$ cat config.mk
export PLATFORM = sky130hd
export DESIGN_NAME = garage_door_fsm_flat
export DESIGN_NICKNAME = d
export VERILOG_FILES = /design/src/rtl/garage_door_pkg.sv /design/src/rtl/garage_door_fsm_if.sv /design/src/rtl/garage_door_fsm.sv /design/src/flat_wrapper.sv
export SDC_FILE = /design/constraint.sdc
export NUM_CORES = 1
export LEC_CHECK = 0
export ABC_CLOCK_PERIOD_IN_PS = 1300
export BUFFER_PORTS_ARGS = -buffer_cell sky130_fd_sc_hd__buf_2
export CAP_MARGIN = 20
export CORE_AREA = 2 2 39 41
export DETAILED_ROUTE_END_ITERATION = 10
export DIE_AREA = 0 0 41 43
export PLACE_DENSITY = 0.3
export SYNTH_ARGS = -nofsm -noshare
export SYNTH_HDL_FRONTEND = slang
export SYNTH_SLANG_ARGS = --single-unit
export TNS_END_PERCENT = 5
$ cat constraint.sdc
create_clock -name CLK -period 1.3 [get_ports CLK]
set_input_delay 0.26 -clock CLK [delete_from_list [all_inputs] [get_ports CLK]]
set_output_delay 0.26 -clock CLK [all_outputs]
set_load 0.01 [all_outputs]
$ cat src/rtl/garage_door_pkg.sv
`default_nettype none
// ============================================================================
// Module   : garage_door_pkg
// Purpose  : Shared state encodings and motor-command helpers for the
//            garage door controller.
// Revision : 1.0 - initial release
// ============================================================================
package garage_door_pkg;

    // Door controller states; 2'b11 is unused and recovers to IDLE.
    typedef enum logic [1:0] {
        ST_IDLE  = 2'b00,
        ST_MV_UP = 2'b01,
        ST_MV_DN = 2'b10
    } state_e;

    // Motor drive pair; up and dn are never both set.
    typedef struct packed {
        logic up;
        logic dn;
    } motor_cmd_t;

    // Moore output decode: the motor command is a pure function of state.
    function automatic motor_cmd_t decode_motor(input state_e st);
        motor_cmd_t cmd;
        cmd = '{up: 1'b0, dn: 1'b0};
        case (st)
            ST_MV_UP: cmd.up = 1'b1;
            ST_MV_DN: cmd.dn = 1'b1;
            default:  cmd    = '{up: 1'b0, dn: 1'b0};
        endcase
        return cmd;
    endfunction

endpackage : garage_door_pkg
`default_nettype wire

$ cat src/rtl/garage_door_fsm_if.sv
`default_nettype none
// ============================================================================
// Module   : garage_door_fsm_if
// Purpose  : Button / limit-switch inputs and motor outputs of the garage
//            door controller, bundled for connection to the control block.
// Revision : 1.0 - initial release
// ============================================================================
interface garage_door_fsm_if;

    logic Activate;   // momentary door button, level-sampled
    logic UP_Max;     // 1 = door fully open
    logic DN_Max;     // 1 = door fully closed
    logic UP_M;       // 1 = drive motor upward
    logic DN_M;       // 1 = drive motor downward

    // Environment side: drives button and switches, observes the motor.
    modport master (
        output Activate,
        output UP_Max,
        output DN_Max,
        input  UP_M,
        input  DN_M
    );

    // Controller side.
    modport slave (
        input  Activate,
        input  UP_Max,
        input  DN_Max,
        output UP_M,
        output DN_M
    );

endinterface : garage_door_fsm_if
`default_nettype wire

$ cat src/rtl/garage_door_fsm.sv
`default_nettype none
// ============================================================================
// Module   : garage_door_fsm
// Purpose  : Moore FSM driving the garage door motor from the Activate
//            button and the two travel limit switches. Motion starts only
//            from IDLE and stops at the limit in the direction of travel.
// Revision : 1.0 - initial release
// ============================================================================
module garage_door_fsm
    import garage_door_pkg::*;
(
    input  wire logic          CLK,
    input  wire logic          RST,   // asynchronous, active-low
    garage_door_fsm_if.slave   bus
);

    state_e     state_q;
    state_e     state_d;
    logic       up_m_q;
    logic       dn_m_q;
    motor_cmd_t cmd_d;

    // Next-state logic; IDLE decisions follow a fixed priority order.
    always_comb begin
        state_d = ST_IDLE;
        case (state_q)
            ST_IDLE: begin
                if (!bus.Activate) begin
                    state_d = ST_IDLE;
                end else if (bus.UP_Max && bus.DN_Max) begin
                    // Both limits closed is physically impossible: refuse to move.
                    state_d = ST_IDLE;
                end else if (bus.DN_Max) begin
                    state_d = ST_MV_UP;
                end else begin
                    // Fully open, or stopped mid-travel: closing is the safe default.
                    state_d = ST_MV_DN;
                end
            end
            ST_MV_UP: state_d = bus.UP_Max ? ST_IDLE : ST_MV_UP;
            ST_MV_DN: state_d = bus.DN_Max ? ST_IDLE : ST_MV_DN;
            default:  state_d = ST_IDLE;
        endcase
    end

    // Motor command for the state being entered, so the registered outputs
    // always equal the decode of the registered state.
    always_comb begin
        cmd_d = decode_motor(state_d);
    end

    // State and output registers; reset stops the motor without a clock edge.
    always_ff @(posedge CLK or negedge RST) begin
        if (!RST) begin
            state_q <= ST_IDLE;
            up_m_q  <= 1'b0;
            dn_m_q  <= 1'b0;
        end else begin
            state_q <= state_d;
            up_m_q  <= cmd_d.up;
            dn_m_q  <= cmd_d.dn;
        end
    end

    assign bus.UP_M = up_m_q;
    assign bus.DN_M = dn_m_q;

endmodule : garage_door_fsm
`default_nettype wire

$ cat src/flat_wrapper.sv
// flat-port wrapper written by rule: the top's interface ports become plain ports
module garage_door_fsm_flat import garage_door_pkg::*;
  (CLK, RST, bus_Activate, bus_UP_Max, bus_DN_Max, bus_UP_M, bus_DN_M);
  garage_door_fsm_if bus_i ();
  input  wire logic CLK;
  input  wire logic RST;
  input wire logic [$bits(bus_i.Activate)-1:0] bus_Activate;
  input wire logic [$bits(bus_i.UP_Max)-1:0] bus_UP_Max;
  input wire logic [$bits(bus_i.DN_Max)-1:0] bus_DN_Max;
  output wire logic [$bits(bus_i.UP_M)-1:0] bus_UP_M;
  output wire logic [$bits(bus_i.DN_M)-1:0] bus_DN_M;
  assign bus_i.Activate = bus_Activate;
  assign bus_i.UP_Max = bus_UP_Max;
  assign bus_i.DN_Max = bus_DN_Max;
  assign bus_UP_M = bus_i.UP_M;
  assign bus_DN_M = bus_i.DN_M;
  garage_door_fsm u_core (.CLK(CLK), .RST(RST), .bus(bus_i));
endmodule
* Word level (Yosys, flattened, before mapping) *
Index checks and enable logic that the tools add are counted.

storage, ports and cells
  input port bits = 5
  output and inout bits = 2
  bits in registers = 4
  word-level logic and storage cells = 17

operators by class
  reduce and logical (&&, ||, !) cells = 2
  mux-type cells = 8
  equal/unequal tests = 4

operators with widths
  operator                                                                number
  2-bit 2-to-1 mux                                                        4
  2-bit one-hot mux with 3 select lines                                   1
  2-bit by 1-bit equality test with 1-bit output (second input constant)  2
  2-bit equality test (second input constant)                             2
  1-bit 2-to-1 mux                                                        3
  2-bit logical NOT                                                       1
  1-bit logical AND                                                       1

* Logic depth before layout (Yosys ltp) *
Gate-level depths: netlist of the first run.

  depth in word-level cells = 6
  mapped depth = 2
  depth with buffers taken out = 2

* Worst setup path after synthesis of the first run *
Ideal clock, no wire load.

  kind = reg2reg
  from = reg u_core.state_q[0]
  to = reg u_core.up_m_q, in the netlist u_core.bus.UP_M
  cell stages (with the launch flop) = 3
  period minus slack after synthesis = 0.684 ns
  buffers on the path = 0
  arrival time = 0.561 ns
  required time = 1.177 ns
  setup slack = 0.616 ns
  library setup time = 0.123 ns
  cell sequence = dfrtp_1 a21oi_1 nor3_1

RTL lines
  what                      line                   RTL
  start: declaration        garage_door_fsm.sv:17  state_e state_q;
  start signal: assignment  garage_door_fsm.sv:59  state_q <= state_d;
  end signal: assignment    garage_door_fsm.sv:60  up_m_q <= cmd_d.up;
  end: declaration          garage_door_fsm.sv:19  logic up_m_q;

* Worst setup path after layout of the first run *
  from = reg u_core.up_m_q, in the netlist u_core.bus.UP_M
  to = out bus_UP_M

RTL lines
  what              line                RTL
  end: declaration  flat_wrapper.sv:10  output wire logic [$bits(bus_i.UP_M)-1:0] bus_UP_M;

No word-level cell between the ends.

==> results of run 1 <==
[final cells by class]
type / count / area, sq um / area share
multi-input cells: 6 / 28.8 / 0.136
clock buffers: 3 / 22.5 / 0.107
repair buffers: 7 / 40.0 / 0.189
well taps: 16 / 20.0 / 0.0947
flip-flops and latches: 4 / 100 / 0.473
[how the worst max path moves through the flow]
stage	slack (ns)	cells after the start	endpoint
floorplan	0.62	2	u_core.bus.UP_M
global placement	0.56	3	u_core.bus.UP_M
detailed placement	0.54	3	u_core.bus.UP_M
CTS	0.32	1	bus_UP_M
global route	0.31	1	bus_DN_M
finish	0.33	1	bus_UP_M
[repair_timing]
item                                    4_1_cts  5_1_grt
hold buffers                                  1        0
endpoints found under the hold margin         4        0
buffers inserted                              0        0
endpoints found under the setup margin        0        0
[logic make-up (layout without fill, tap and decap cells)]
family | count (synthesis) | count (layout) | synth area share
flip-flops | 4 | 4 | 0.777
AO/OA/AOI/OAI | 1 | 1 | 0.0388
AND/OR/NAND/NOR | 5 | 5 | 0.184
buffers and inverters | 0 | 10 | 0
[cells in the final DEF (no fill, tap or decap), drive strengths merged]
| cell type | instances |
|---|---|
| nor3 | 4 |
| a21oi | 1 |
| dfrtp | 4 |
| nor2 | 1 |
| dlygate4sd3 | 1 |
| buf | 6 |
| clkbuf | 3 |
[cells in the mapped netlist (all sizes together)]
cell,count,area [sq um]
dfrtp,4,100
a21oi,1,5.00
nor3,4,20.0
nor2,1,3.75
[worst register-to-register path: stages, from the launching register on]
cell	delay (ns)
dfrtp_1	0.38
a21oi_1	0.18
nor3_1	0.07
[power breakdown]
group	internal, mW	leakage (nW)	switching, mW	total, mW
Combinational	0.0132	0.0373	0.0144	0.0276
Sequential	0.134	0.0524	0.00442	0.138
Clock	0.103	0.0138	0.0459	0.149
[layer usage]
metal | vias to the layer above | part of all wire | track usage
met5 | - | 0 | 0
met4 | 0 | 0.032 | 0.100
met3 | 2 | 0.18 | 0.0157
met2 | 7 | 0.51 | 0.0688
met1 | 57 | 0.27 | 0.0193
li1 | 56 | - | -
[metrics by stage]
step,hold WS (ns),util,setup WS [ns]
after floorplan,-0.0356,-,0.616
after global placement,0.0654,0.129,0.560
after detailed placement,0.0697,0.129,0.542
after CTS,0.198,0.153,0.318
after global routing,0.204,0.153,0.310
final,0.211,0.153,0.329
[flip-flops by register name (all words and copies together) (netlist names)]
signal and flops:
u_core.bus.UP_M 1, u_core.state_q 2, u_core.bus.DN_M 1
==> results.sh, run 1 <==
export IMPL_synth_cell_types=4
export IMPL_min_period_ns=0.971
export IMPL_rsz0062_at_grt="false"
export IMPL_firstDrtPassIters=1
export IMPL_tritoncts_num_buffers=3
export IMPL_cpLargestDelayFamily="flip-flops"
export IMPL_grt_pass1_wl_um=434
export IMPL_finalMaxSlewViolations=0
export IMPL_holdPathStages=2
export IMPL_antenna_found_initial=0
export IMPL_worst_setup_path_start_kind="flip-flop"
export IMPL_syn_inst=10
export IMPL_slew_headroom=0.877
export IMPL_crit_chain="buf_2"
export IMPL_final_hold_viol_count=0
export IMPL_required_ns=1.04
export IMPL_cts_repair_resized=0
export IMPL_ir_drop_v=0.000173
export IMPL_syn_area_sq_um=129
export IMPL_ff2ff_path_depth=2
export IMPL_globalplace_congestion=0.467
export IMPL_r2r_start="u_core.state_q[0]"
export IMPL_skew_ns=0.00184
export IMPL_grt_max_degree=5
export IMPL_io_buffers=6
export IMPL_fp_dieH_um=43
export IMPL_syn_area_per_cell_sq_um=12.9
export IMPL_period_share=0.747
export IMPL_power_leakage_nw=0.104
export IMPL_synth_nets=15
export IMPL_dieArea_sq_um=1760
export IMPL_worstHoldPathType="in -> reg"
export IMPL_cts_root_buf="clkbuf_4"
export IMPL_dp_cells=32
export IMPL_fillers=155
export IMPL_critPathKind="reg -> out"
export IMPL_worst_path_buf_inv=1
export IMPL_wire_per_inst_um=8.75
export IMPL_endpoint_kind="output pin"
export IMPL_seq_area_frac_synth=0.777
export IMPL_max_freq_mhz=1030
export IMPL_via_per_inst=3.39
export IMPL_worstReg2RegEnd="u_core.bus.UP_M"
export IMPL_crit_slowest_cell="dfrtp_1"
export IMPL_dpl_cell_area_sq_um=179
export IMPL_maxCapViolCount=0
export IMPL_io_pin_count=7
export IMPL_worst_pin_slew_ns=0.184
export IMPL_routed_via_count=122
export IMPL_drt_total_wl_um=315
export IMPL_tritoncts="built"
export IMPL_clk_latency_ns=0.23
export IMPL_dpl_hpwl_um=229
export IMPL_clk_pin_slew_ns=0.04
export IMPL_powerDensity_nw_per_um2=1490
export IMPL_power_mw=0.315
export IMPL_yosysWarnings=0
export IMPL_ys_seq_elements=4
export IMPL_final_layout_size_suffix_gt1_frac=0.450
export IMPL_cp_arrival_ns=0.71
export IMPL_cts_path_max_buffers=2
export IMPL_gr_total_overflow=0
export IMPL_drc=0
export IMPL_nNetsFinal=27
export IMPL_coreArea_sq_um=1380
export IMPL_critical_path_max_stage_delay_ns=0.35
export IMPL_syn_to_final_growth_pct=64.1
export IMPL_drt_iter0_markers=0
export IMPL_grt_pass1_vias=140
export IMPL_crit_start="u_core.bus.UP_M"
export IMPL_critPathMaxFanout=1
export IMPL_htree_levels=1
export IMPL_setup_tns_final_ns=0
export IMPL_antenna_cells=0
export IMPL_min_from="bus_UP_Max"
export IMPL_clock_sinks=4
export IMPL_die_w_um=41
export IMPL_initial_core_util=0.0931
export IMPL_stdcell_area_sq_um=211
export IMPL_ant_nets=0
export IMPL_gr_usage_all_layers=0.0462
export IMPL_status="finished, final reports clean"
export IMPL_num_rows=14
export IMPL_holdPathEnd="u_core.state_q[0]"
export IMPL_rrSetupSlack_ns=0.56
export IMPL_setup_viol=0
export IMPL_final_cells=36
Power figures use the tool's default switching activity.
==> run 2: changes to the inputs <==
--- a/config.mk
+++ b/config.mk
@@ -5,7 +5,8 @@
 export SDC_FILE = /design/constraint.sdc
 export NUM_CORES = 1
 export LEC_CHECK = 0
-export ABC_CLOCK_PERIOD_IN_PS = 1300
+export ABC_AREA = 1
+export ABC_CLOCK_PERIOD_IN_PS = 1000
 export BUFFER_PORTS_ARGS = -buffer_cell sky130_fd_sc_hd__buf_2
 export CAP_MARGIN = 20
 export CORE_AREA = 2 2 39 41
==> constraint.sdc (replaced) <==
create_clock -name CLK -period 1 [get_ports CLK]
set_input_delay 0.2 -clock CLK [delete_from_list [all_inputs] [get_ports CLK]]
set_output_delay 0.2 -clock CLK [all_outputs]
set_load 0.01 [all_outputs]
==> run 2 against run 1 <==
  * Worst hold slack better by 0.0046 ns
  * Global-route usage down 0.087 points
  * Sequential share of layout area down 4.1 points
  * Power up 33%
  * Combinational power up 53%
  * Cell count up 14%
  * Cell area up 9.5%
  * Synthesized area up 16%
  * Via count up 0.82%
  * Clock skew down 0.0013 ns
  * Largest power group unchanged
==> results.sh, run 2 <==
export IMPL_status="finished, final reports clean"
export IMPL_final_hold_viol_count=0
export IMPL_io_pin_count=7
export IMPL_antenna_found_initial=0
export IMPL_yosys_top_cells_area="dfrtp_1 67%, nor2_1 15%, nand2_2 8.4%, inv_1 5.0%, nor2_2 4.2%"
export IMPL_ir_drop_v=0.000217
export IMPL_yosys_area_top_type="dfrtp_1"
export IMPL_synth_nets=20
export IMPL_globalplace_congestion=0.599
export IMPL_dieArea_sq_um=1760
export IMPL_power_mw=0.418
export IMPL_clk_pin_slew_ns=0.04
export IMPL_critPathKind="reg -> out"
export IMPL_grt_pass1_wl_um=455
export IMPL_period_share=0.909
export IMPL_firstDrtPassIters=4
export IMPL_cts_path_max_buffers=2
export IMPL_maxCapViolCount=0
export IMPL_top_usage_layer="met4"
export IMPL_crit_chain="buf_2"
export IMPL_ant_nets=0
export IMPL_initial_core_util=0.108
export IMPL_finalMaxSlewViolations=0
export IMPL_nNetsFinal=32
export IMPL_worst_path_buf_inv=1
export IMPL_io_buffers=6
export IMPL_cp_depth=1
export IMPL_powerDensity_nw_per_um2=1810
export IMPL_critPathMaxFanout=1
export IMPL_coreArea_sq_um=1380
export IMPL_crit_slowest_cell="dfrtp_1"
export IMPL_top_register="u_core.state_q"
export IMPL_stdcell_area_sq_um=231
export IMPL_num_rows=14
export IMPL_seq_area_frac_synth=0.672
export IMPL_synthTopCellsByCount="6 x nor2_1, 4 x dfrtp_1, 2 x inv_1, 2 x nand2_2, 1 x nor2_2"
export IMPL_grt_use_met3=0.0157
export IMPL_syn_area_sq_um=149
export IMPL_synth_edff_count=0
export IMPL_largest_register_ffs=2
export IMPL_drt_total_wl_um=292
export IMPL_tritoncts_num_buffers=3
export IMPL_holdPathStages=4
export IMPL_cp_arrival_ns=0.71
export IMPL_grt_max_degree=5
export IMPL_tritoncts="built"
export IMPL_grtUsageMet1=0.0487
export IMPL_gr_usage_all_layers=0.0453
export IMPL_die_w_um=41
export IMPL_syn_area_per_cell_sq_um=9.93
export IMPL_synth_most_common_cell="nor2_1"
export IMPL_wire_per_inst_um=7.12
export IMPL_clock_sinks=4
export IMPL_cts_repair_resized=0
export IMPL_final_core_util=0.167
export IMPL_required_ns=0.80
export IMPL_setup_tns_final_ns=0
export IMPL_synth_cell_types=5
export IMPL_drc=0
export IMPL_cts_setup_buffers=0
export IMPL_worstHoldPathType="in -> reg"
export IMPL_grtUsageMet2=0.0469
export IMPL_layout_common_cells="6 x nor2_1, 6 x buf_2, 4 x dfrtp_1"
export IMPL_ys_seq_elements=4
export IMPL_cpLargestDelayFamily="flip-flops"
export IMPL_setup_viol=0
export IMPL_cts_root_buf="clkbuf_4"
export IMPL_fin_ws_ns=0.0913
export IMPL_htree_levels=1
export IMPL_syn_to_final_growth_pct=55.5
export IMPL_rsz0062_at_grt="false"
export IMPL_dpl_worst_slack_ns=0.287
export IMPL_worst_pin_slew_ns=0.126
export IMPL_routed_via_count=123
export IMPL_grt_pass1_vias=120
export IMPL_critical_path_max_stage_delay_ns=0.35
export IMPL_ff2ff_path_depth=3
export IMPL_yosysWarnings=0
export IMPL_syn_inst=15
export IMPL_synth_top_area_share=0.672
export IMPL_worst_setup_path_start_kind="flip-flop"
export IMPL_drt_iter0_markers=1
export IMPL_min_period_ns=0.909
export IMPL_via_per_inst=3.00
export IMPL_clk_latency_ns=0.23
export IMPL_final_layout_size_suffix_gt1_frac=0.480
export IMPL_gr_total_overflow=0
export IMPL_skew_ns=0.000587
export IMPL_endpoint_kind="output pin"
export IMPL_dpl_cell_area_sq_um=199
export IMPL_ys_flop_type="dfrtp_1"
export IMPL_slew_headroom=0.915
export IMPL_fp_dieH_um=43
export IMPL_max_freq_mhz=1100
export IMPL_power_leakage_nw=0.123
export IMPL_antenna_cells=0
export IMPL_ctsHoldBuffers=1
export IMPL_async_flop_share=1.00
## run 2: changes by cell type after synthesis
cell | before | now
inv_1 | 0 | 2
nand2_2 | 0 | 2
nor2_1 | 1 | 6
a21oi_1 | 1 | 0
nor3_1 | 4 | 0
nor2_2 | 0 | 1
## run 2: per-stage QoR
step | hold slack [ns] | std cells
2_1_floorplan | -0.0956 | 15
3_3_place_gp | 0.00816 | 37
3_5_place_dp | 0.0117 | 37
4_1_cts | 0.205 | 41
5_1_grt | 0.211 | 41
6_report | 0.215 | 41
## run 2: report_power, final
group / switching (mW) / leakage, nW / total [mW] / internal (mW)
clock: 0.0635 / 0.0138 / 0.198 / 0.134
sequential: 0.00477 / 0.0525 / 0.178 / 0.173
combinational: 0.0228 / 0.0571 / 0.0423 / 0.0196
## run 2: cell type report
type / instances / area [sq um]
Timing Repair Buffer: 7 / 40.0
Sequential cell: 4 / 100
Fill cell: 161 / 1150
Tap cell: 16 / 20.0
Multi-Input combinational cell: 9 / 41.3
Inverter: 2 / 7.51
Clock buffer: 3 / 22.5
## run 2: cells by family (layout without fill, tap and decap cells)
family                 count (synthesis)  count (layout)  share of synthesized area
buffers and inverters                  2              12                     0.0504
DFF                                    4               4                      0.672
and+or+nand+nor                        9               9                      0.277
## run 2: path summary, 6_finish.rpt
path / start / endpoint / slack (ns)
worst max-delay path: u_core.bus.DN_M / bus_DN_M / 0.09
worst min-delay path: bus_UP_Max / u_core.state_q[0] / 0.22
worst max register to register: u_core.state_q[1] / u_core.bus.UP_M / 0.28
worst min register to register: u_core.state_q[0] / u_core.state_q[0] / 0.53
max in group asynchronous: RST / u_core.bus.UP_M / 0.58
min in group asynchronous: RST / u_core.bus.DN_M / 0.31
## run 2: metal layers
layer  vias to the layer above  wire [um]
met1                        51        144
met4                         0          0
li1                         63          -
met2                         9        105
met5                         -          0
met3                         0         42
==> run 3: changes to the inputs <==
--- a/config.mk
+++ b/config.mk
@@ -12,7 +12,7 @@
 export CORE_AREA = 2 2 39 41
 export DETAILED_ROUTE_END_ITERATION = 10
 export DIE_AREA = 0 0 41 43
-export PLACE_DENSITY = 0.3
+export SETUP_SLACK_MARGIN = 0.5
 export SYNTH_ARGS = -nofsm -noshare
 export SYNTH_HDL_FRONTEND = slang
 export SYNTH_SLANG_ARGS = --single-unit
==> run 3 against run 2 <==
  * Fmax increased by 0.20%
  * Die area unchanged
  * Clock-buffer cell count unchanged
  * Clock skew increased by 0.0022 ns
  * Core utilization unchanged
  * Sequential power about the same
  * Sequential cell count unchanged
  * Worst hold slack got worse by 0.0020 ns
  * Worst setup slack improved by 0.0018 ns
  * Combinational power about the same
  * Largest cell class unchanged
==> results.sh, run 3 (synthesis results as in run 2) <==
export IMPL_max_freq_mhz=1100
export IMPL_regArea_sq_um=100
export IMPL_crit_chain="buf_2"
export IMPL_worst_hold_slack_ns=0.213
export IMPL_via_per_inst=3.00
export IMPL_cp_depth=1
export IMPL_power_mw=0.417
export IMPL_wire_per_inst_um=6.83
export IMPL_final_hold_viol_count=0
export IMPL_final_layout_size_suffix_gt1_frac=0.480
export IMPL_gr_total_overflow=0
export IMPL_io_pin_count=7
export IMPL_rsz0062_at_grt="true"
export IMPL_die_w_um=41
export IMPL_endpoint_kind="output pin"
export IMPL_layout_common_cells="6 x nor2_1, 6 x buf_2, 4 x dfrtp_1"
export IMPL_worst_setup_path_start_kind="flip-flop"
export IMPL_largest_register_ffs=2
export IMPL_skew_ns=0.00282
export IMPL_min_period_ns=0.907
export IMPL_p_sw_mw=0.0901
export IMPL_p_comb_frac=0.101
export IMPL_rrSetupSlack_ns=0.26
export IMPL_clock_sinks=4
export IMPL_drt_total_wl_um=280
export IMPL_ant_nets=0
export IMPL_period_share=0.907
export IMPL_endpoint="bus_UP_M"
export IMPL_worst_pin_slew_ns=0.122
export IMPL_powerDensity_nw_per_um2=1800
export IMPL_num_rows=14
export IMPL_top_register="u_core.state_q"
export IMPL_grt_pass1_wl_um=351
export IMPL_finalMaxSlewViolations=0
export IMPL_htree_levels=1
export IMPL_coreArea_sq_um=1380
export IMPL_fp_dieH_um=43
export IMPL_antenna_found_initial=0
export IMPL_stdcell_area_sq_um=231
export IMPL_clock_power_share=0.473
export IMPL_multi_input_area_sq_um=41.3
export IMPL_worst_path_buf_inv=1
export IMPL_cts_root_buf="clkbuf_4"
export IMPL_seqPwrFrac=0.426
export IMPL_maxCapViolCount=0
export IMPL_initial_core_util=0.108
export IMPL_required_ns=0.80
export IMPL_crit_slowest_cell="dfrtp_1"
export IMPL_critPathKind="reg -> out"
export IMPL_sw_frac_of_total=0.216
export IMPL_nNetsFinal=32
export IMPL_tritoncts_num_buffers=3
export IMPL_critical_path_max_stage_delay_ns=0.34
export IMPL_fillers=163
export IMPL_critPathMaxFanout=1
export IMPL_setup_tns_final_ns=0
export IMPL_p_int_mw=0.327
export IMPL_dieArea_sq_um=1760
export IMPL_drt_iter0_markers=3
export IMPL_globalplace_congestion=0.561
export IMPL_cts_repair_resized=0
export IMPL_io_buffers=6
export IMPL_slew_headroom=0.919
export IMPL_antenna_cells=0
export IMPL_final_core_util=0.167
export IMPL_worstHoldPathType="in -> reg"
export IMPL_power_leakage_nw=0.123
export IMPL_r2r_start="u_core.state_q[1]"
export IMPL_gr_usage_all_layers=0.0402
export IMPL_status="finished, final reports clean"
export IMPL_ff2ff_path_depth=3
export IMPL_grt_pass1_vias=99
export IMPL_cpLargestDelayFamily="flip-flops"
export IMPL_setup_viol=0
export IMPL_routed_via_count=123
export IMPL_dpl_cell_area_sq_um=199
export IMPL_crit_start="u_core.bus.UP_M"
export IMPL_worstReg2RegEnd="u_core.bus.UP_M"
export IMPL_cts_path_max_buffers=2
export IMPL_clk_latency_ns=0.23
export IMPL_ir_drop_v=0.000209
export IMPL_tritoncts="built"
export IMPL_firstDrtPassIters=4
export IMPL_drc=0
export IMPL_clk_pin_slew_ns=0.04
export IMPL_grt_max_degree=5
export IMPL_syn_to_final_growth_pct=55.5
export IMPL_cp_arrival_ns=0.71
[run 3: timing repair]
action	CTS	global route
hold buffers	1	0
pin swaps	0	0
endpoints found under the hold margin	4	0
setup buffers	0	0
endpoints found under the setup margin	6	6
[run 3: routing by layer]
| metal | global-route usage | up-vias | wire [um] |
|---|---|---|---|
| met3 | 0.0471 | 0 | 37 |
| li1 | - | 64 | - |
| met1 | 0.0322 | 54 | 117 |
| met4 | 0.0600 | 0 | 0 |
| met5 | 0 | - | 0 |
| met2 | 0.0375 | 5 | 125 |
[run 3: per-stage QoR]
step,std cells,setup WS [ns]
floorplan,15,0.330
global placement,37,0.290
detailed placement,37,0.265
CTS,41,0.0782
global route,41,0.0647
finish,41,0.0931
[run 3: final cells by class]
| cell class | count | share of cell area |
|---|---|---|
| clock buffers | 3 | 0.0973 |
| flip-flops and latches | 4 | 0.432 |
| inverters | 2 | 0.0324 |
| repair buffers | 7 | 0.173 |
| well taps | 16 | 0.0865 |
| multi-input cells | 9 | 0.178 |
[run 3: power groups by stage]
| stage | registers [mW] | logic, mW | clock network (mW) |
|---|---|---|---|
| finish | 0.178 | 0.0423 | 0.197 |
| CTS | 0.177 | 0.0436 | 0.214 |
| detailed placement | 0.180 | 0.0405 | 0 |
| global placement | 0.179 | 0.0397 | 0 |
| global route | 0.178 | 0.0492 | 0.213 |
| floorplan | 0.183 | 0.0180 | 0 |
[run 3: how the worst min path moves through the flow]
stage,startpoint,endpoint,depth (start not counted)
5_1_grt,bus_UP_Max,u_core.state_q[0],4
2_1_floorplan,RST,u_core.bus.DN_M,0
6_report,bus_UP_Max,u_core.state_q[0],4
4_1_cts,bus_UP_Max,u_core.state_q[0],4
3_5_place_dp,RST,u_core.bus.DN_M,1
3_3_place_gp,RST,u_core.bus.DN_M,1
[run 3: worst min-delay path: cells and delay by family]
family | cells | cell delay [ns]
simple gates | 3 | 0.12
buf+inv | 1 | 0.08
